<file path="src/rtl/order_dispatcher.sv">
`default_nettype none
// ============================================================================
// Module      : order_dispatcher
// Description : Turns strategy buy/sell edges into 5-byte order messages on a
//               valid/ready byte stream, with position limit and cooldown.
// Revision    : 1.0 - initial release
// ============================================================================
module order_dispatcher #(
    parameter logic [7:0]  QTY      = 8'd1,
    parameter logic [7:0]  MAX_POS  = 8'd16,
    parameter logic [15:0] COOLDOWN = 16'd16,
    parameter logic [7:0]  BUY_OP   = 8'h42,
    parameter logic [7:0]  SELL_OP  = 8'h53
) (
    input  logic       clk,
    input  logic       reset,
    input  logic       buy_order,
    input  logic       sell_order,
    input  logic [7:0] price,
    output logic [7:0] tx_data,
    output logic       tx_valid,
    input  logic       tx_ready,
    output logic [7:0] position,
    output logic       busy,
    output logic       reject,
    output logic [7:0] drop_count
);

    typedef enum logic [1:0] {
        IDLE = 2'd0,
        SEND = 2'd1,
        COOL = 2'd2
    } state_t;

    state_t      state_q, state_d;
    logic [2:0]  idx_q, idx_d;
    logic [15:0] cnt_q, cnt_d;
    logic        side_q, side_d;          // 1 = sell
    logic [7:0]  price_q, price_d;
    logic [7:0]  mseq_q, mseq_d;
    logic [7:0]  seq_q, seq_d;
    logic [7:0]  pos_q, pos_d;
    logic [7:0]  drop_q, drop_d;
    logic [7:0]  data_q, data_d;
    logic        valid_q, valid_d;
    logic        reject_q, reject_d;
    logic        prev_buy_q, prev_buy_d;
    logic        prev_sell_q, prev_sell_d;

    logic              w_buy_req, w_sell_req, w_single, w_limit_ok;
    logic              w_accept, w_drop, w_handshake;
    logic signed [9:0] w_pos_ext, w_qty_ext, w_max_ext;
    logic [7:0]        w_op, w_checksum, w_next_byte;
    logic [2:0]        w_next_idx;

    assign w_buy_req  = buy_order & ~prev_buy_q;
    assign w_sell_req = sell_order & ~prev_sell_q;
    assign w_single   = w_buy_req ^ w_sell_req;

    // Widened to 10 bits so the limit check cannot wrap at the 8-bit boundary
    assign w_pos_ext  = {{2{pos_q[7]}}, pos_q};
    assign w_qty_ext  = {2'b00, QTY};
    assign w_max_ext  = {2'b00, MAX_POS};
    assign w_limit_ok = w_buy_req ? ((w_pos_ext + w_qty_ext) <= w_max_ext)
                                  : ((w_pos_ext - w_qty_ext) >= -w_max_ext);

    assign w_accept    = (state_q == IDLE) & w_single & w_limit_ok;
    assign w_drop      = (w_buy_req & w_sell_req)
                       | ((w_buy_req | w_sell_req) & (state_q != IDLE))
                       | ((state_q == IDLE) & w_single & ~w_limit_ok);
    assign w_handshake = valid_q & tx_ready;

    assign w_op       = side_q ? SELL_OP : BUY_OP;
    assign w_checksum = w_op ^ mseq_q ^ price_q ^ QTY;
    assign w_next_idx = idx_q + 3'd1;

    always_comb begin
        w_next_byte = 8'h00;
        case (w_next_idx)
            3'd1:    w_next_byte = mseq_q;
            3'd2:    w_next_byte = price_q;
            3'd3:    w_next_byte = QTY;
            3'd4:    w_next_byte = w_checksum;
            default: w_next_byte = 8'h00;
        endcase
    end

    always_comb begin
        state_d     = state_q;
        idx_d       = idx_q;
        cnt_d       = cnt_q;
        side_d      = side_q;
        price_d     = price_q;
        mseq_d      = mseq_q;
        seq_d       = seq_q;
        pos_d       = pos_q;
        data_d      = data_q;
        valid_d     = valid_q;
        prev_buy_d  = buy_order;
        prev_sell_d = sell_order;
        reject_d    = w_drop;
        drop_d      = (w_drop && drop_q != 8'hFF) ? drop_q + 8'd1 : drop_q;

        case (state_q)
            IDLE: begin
                if (w_accept) begin
                    state_d = SEND;
                    side_d  = w_sell_req;
                    price_d = price;
                    mseq_d  = seq_q;
                    idx_d   = 3'd0;
                    valid_d = 1'b1;
                    data_d  = w_sell_req ? SELL_OP : BUY_OP;
                end
            end
            SEND: begin
                if (w_handshake) begin
                    if (idx_q == 3'd4) begin
                        valid_d = 1'b0;
                        data_d  = 8'h00;
                        pos_d   = side_q ? pos_q - QTY : pos_q + QTY;
                        seq_d   = seq_q + 8'd1;
                        if (COOLDOWN == 16'd0) begin
                            state_d = IDLE;
                        end else begin
                            state_d = COOL;
                            cnt_d   = COOLDOWN;
                        end
                    end else begin
                        idx_d  = w_next_idx;
                        data_d = w_next_byte;
                    end
                end
            end
            COOL: begin
                if (cnt_q <= 16'd1) begin
                    state_d = IDLE;
                end else begin
                    cnt_d = cnt_q - 16'd1;
                end
            end
            default: state_d = IDLE;
        endcase
    end

    always_ff @(posedge clk) begin
        if (reset) begin
            state_q     <= IDLE;
            idx_q       <= 3'd0;
            cnt_q       <= 16'd0;
            side_q      <= 1'b0;
            price_q     <= 8'h00;
            mseq_q      <= 8'h00;
            seq_q       <= 8'h00;
            pos_q       <= 8'h00;
            drop_q      <= 8'h00;
            data_q      <= 8'h00;
            valid_q     <= 1'b0;
            reject_q    <= 1'b0;
            prev_buy_q  <= 1'b0;
            prev_sell_q <= 1'b0;
        end else begin
            state_q     <= state_d;
            idx_q       <= idx_d;
            cnt_q       <= cnt_d;
            side_q      <= side_d;
            price_q     <= price_d;
            mseq_q      <= mseq_d;
            seq_q       <= seq_d;
            pos_q       <= pos_d;
            drop_q      <= drop_d;
            data_q      <= data_d;
            valid_q     <= valid_d;
            reject_q    <= reject_d;
            prev_buy_q  <= prev_buy_d;
            prev_sell_q <= prev_sell_d;
        end
    end

    assign tx_data    = data_q;
    assign tx_valid   = valid_q;
    assign position   = pos_q;
    assign busy       = (state_q != IDLE);
    assign reject     = reject_q;
    assign drop_count = drop_q;

endmodule
`default_nettype wire

</file>
<file path="config.mk">
export PLATFORM = sky130hd
export DESIGN_NAME = order_dispatcher
export DESIGN_NICKNAME = d
export VERILOG_FILES = /design/src/rtl/order_dispatcher.sv
export SDC_FILE = /design/constraint.sdc
export NUM_CORES = 1
export LEC_CHECK = 0
export ABC_AREA = 1
export CAP_MARGIN = 20
export CORE_ASPECT_RATIO = 0.8
export CORE_MARGIN = 2
export CORE_UTILIZATION = 62
export DETAILED_ROUTE_END_ITERATION = 8
export GPL_TIMING_DRIVEN = 1
export PLACE_DENSITY = 0.89
export SYNTH_ARGS = -nofsm -noshare
export SYNTH_HDL_FRONTEND = slang
export SYNTH_SLANG_ARGS = --single-unit
</file>
<file path="constraint.sdc">
create_clock -name clk -period 3.7 [get_ports clk]
set_input_delay 0.555 -clock clk [delete_from_list [all_inputs] [get_ports clk]]
set_output_delay 0.555 -clock clk [all_outputs]
set_load 0.02 [all_outputs]
</file>
==> run_results.csv <==
group,metric,value,unit
run_status,status,"finished, final reports clean",
layout,area_growth,15.82,%
drt,drc,0,
cts,htree_num_levels,3,
placed_design,hpwl,6.777,mm
synthesis,yosysMostFrequentCell,"nand2_1",
grt,grt_util_met2,0.4504,
sta,skew,0.01707,ns
layout,layout.area.seq,1481,um^2
grt,grt_max_degree,41,
synthesis,syn_avg_cell_area,6.797,um^2
cts,worst_skew_pair.late_latency,0.35,ns
synthesis,async_flop_share,0,
synthesis,synth_edf_count,0,
cts,cts.sinks,74,
setup_path,crit_path_max_incr_delay,0.45,ns
placed_design,portBuffers,39,
cts,cts_root_buf,"clkbuf_8",
setup_path,rrSetupSlack,1.61,ns
drt,vias,4055,
grt,top_usage_layer,"met2",
setup_path,path_class,"in2reg",
sta,tns,0,ns
drt,avgRoutedWirePerCell,13.39,um
drt,drtIter0Drc,419,
synthesis,ys_types,36,
grt,grt_pass1_wl,16.58,mm
drt,viasPerCell,5.555,
min_path,hold_class,"reg2reg",
sta,setup_slack,1.280,ns
cts,clkTransAtPathRegs,0.07,ns
layout,n_antenna_cell,0,
pwr,ir_worst_vdd,339.1,uV
cts,cts_hold_buf,0,
grt,use_met1,0.3886,
pwr,p_total,1.892,mW
setup_path,path_max_fanout,12,
placed_design,routabilityCongestion,0.9687,
layout,fin_nets,672,
setup_path,cp_slowest_cell,"clkdlybuf4s50_1",
cts,post_cts_buffers,0,
sta,rsz0062_at_grt,"no",
synthesis,synth_fp_nets,635,
layout,num-fill-cells,487,
setup_path,cp.arrival,2.70,ns
setup_path,r2r_cells,10,
layout,utilization,0.7419,
synthesis,yosysTopAreaCell,"dfxtp_1",
drt,drt-total-wl,9.772,mm
setup_path,cpMostUsedCell,"inv_1",
cts,ctsResizeCount,0,
grt,antenna_found_initial,0,
pwr,cellPowerDensity,398.0,nW/um^2
floorplanning,coreArea,6409,um^2
grt,grt.met3_usage,0.06582,
synthesis,synth-seq-cells,74,
run,cap_violations,0,
floorplanning,die_h,76.78,um
sta,fmax,413.2,MHz
cts,clk_path_buf_depth,2,
sta,relSlewSlack,0.3581,
grt,grt_pass1_vias,3655,
cts,cts_inserted_buffers,9,
setup_path,worstPathRequired,3.98,ns
grt,grt_usage,0.2820,
placed_design,preCtsSetupSlack,1.010,ns
layout,multi_input_area,2278,um^2
floorplanning,die_x,94.98,um
sta,finalSetupViolCount,0,
floorplanning,dieArea,7292,um^2
synthesis,synth_cells,604,
grt,gr-total-overflow,0,
sta,worst_pin_slew,0.9618,ns
sta,drv_slew,0,
synthesis,yosysWarnings,0,
sta,fin_crit,2.420,ns
cts,cts_tree,"yes",
setup_path,crit_path_cell_trace,"clkdlybuf4s50_1 > inv_1 > nor2_1 > inv_1 > ha_1 > inv_1 > nor2_2 > nand3_4 > nand2_2 > nand2_2 > nand2_1 > nand2_1 > nor2_1",
pwr,p_leak,2.107,nW
synthesis,yosys-top-cells-area,"dfxtp_1, nand2_1, a21oi_1, inv_1, nor2_1",
min_path,whs_path_depth,2,
drt,antenna_left,0,
setup_path,start_kind,"input pin",
floorplanning,start_util,0.6406,
floorplanning,rows,26,
synthesis,synth_top_area_frac,0.3609,
floorplanning,io_pins,40,
layout,drive_gt1_frac,0.06192,
setup_path,crit_path_end_kind,"flop",
synthesis,yosys-top-cells-count,"nand2_1, dfxtp_1, a21oi_1, inv_1, nor2_1",
synthesis,dominantRegCellSynth,"dfxtp_1",
synthesis,ys_seq_area_frac,0.3609,
drt,firstDrtPassIters,5,
sta,finalHoldViolCount,0,
sta,timing.final.crit_share,0.6541,
synthesis,synth_area,4105,um^2
## registers in the layout, indices dropped and copies added, names as in the netlist
| signal | flops |
|---|---|
| seq_q | 8 |
| prev_buy_q | 1 |
| prev_sell_q | 1 |
| position | 8 |
| tx_data | 8 |
| mseq_q | 8 |
| drop_count | 8 |
| tx_valid | 1 |
| reject | 1 |
| side_q | 1 |
| state_q | 2 |
| cnt_q | 16 |
| idx_q | 3 |
| price_q | 8 |
## stage by stage
stage / hold WS, ns / cells / cell area, um^2
4_1_cts: 0.4769 / 730 / 4755
6_report: 0.4788 / 730 / 4755
3_3_place_gp: 0.4566 / 714 / 4534
2_1_floorplan: 0.4442 / 604 / 4105
3_5_place_dp: 0.4643 / 714 / 4534
5_1_grt: 0.5029 / 730 / 4755
## power breakdown
| part | internal (mW) | switching (mW) |
|---|---|---|
| logic | 0.119 | 0.209 |
| clock network | 0.399 | 0.295 |
| registers | 0.839 | 0.0320 |
| total | 1.36 | 0.536 |
## kinds of logic (layout without fill, tap and decap cells)
kind of cell / after synthesis / count (layout) / share of synthesized area
AOI/OAI and AO/OA: 118 / 118 / 0.1509
adders and majority gates: 18 / 18 / 0.05669
xor gates and xnor gates: 20 / 20 / 0.04267
buffers and inverters: 85 / 127 / 0.08412
DFF: 74 / 74 / 0.3609
and+or+nand+nor: 289 / 289 / 0.3048
## layer usage
| metal | wire [um] | share of wire |
|---|---|---|
| met3 | 725 | 0.074 |
| met5 | 0 | 0 |
| met2 | 4553 | 0.47 |
| met4 | 65 | 0.0067 |
| met1 | 4427 | 0.45 |
## cells in the final DEF, fill, tap and decap left out, types with 2 or more instances in the layout
master,count
a21o_1,2
a21oi_1,69
a31oi_1,3
buf_4,2
bufinv_16,2
clkbuf_1,2
clkbuf_8,10
clkdlybuf4s50_1,39
clkinvlp_4,2
dfxtp_1,74
ha_1,17
inv_1,64
inv_2,5
nand2_1,151
nand2_2,5
nand2_4,2
nand3_1,42
nand4_1,8
nor2_1,64
nor2_2,6
nor2_4,2
nor3_1,4
o21ai_0,27
o21ai_1,9
o221ai_1,2
o22ai_1,2
xnor2_1,8
xor2_1,12
## final cells by class
class                      count  share of cell area
multi-input combinational    445              0.4792
sequential                    74              0.3116
timing repair buffer          41             0.08526
inverter                      70             0.05553
clock buffer                  12             0.03053
tap                           84             0.02211
clock inverter                 4             0.01579
## final timing paths
check / start / endpoint
worst max-delay path: sell_order / tx_data[4]$_SDFFE_PP0P_
worst min-delay path: mseq_q[3]$_SDFFE_PP0P_ / mseq_q[3]$_SDFFE_PP0P_
worst max register to register: idx_q[1]$_SDFFE_PP0P_ / tx_data[0]$_SDFFE_PP0P_
worst min register to register: mseq_q[3]$_SDFFE_PP0P_ / mseq_q[3]$_SDFFE_PP0P_
## critical path, delay by kind of cell
family,cells,cell delay (ns)
adders and majority gates,1,0.29
buffers and inverters,4,0.64
and+or+nand+nor,8,1.22
No activity file was read; power rests on OpenSTA's default activity.
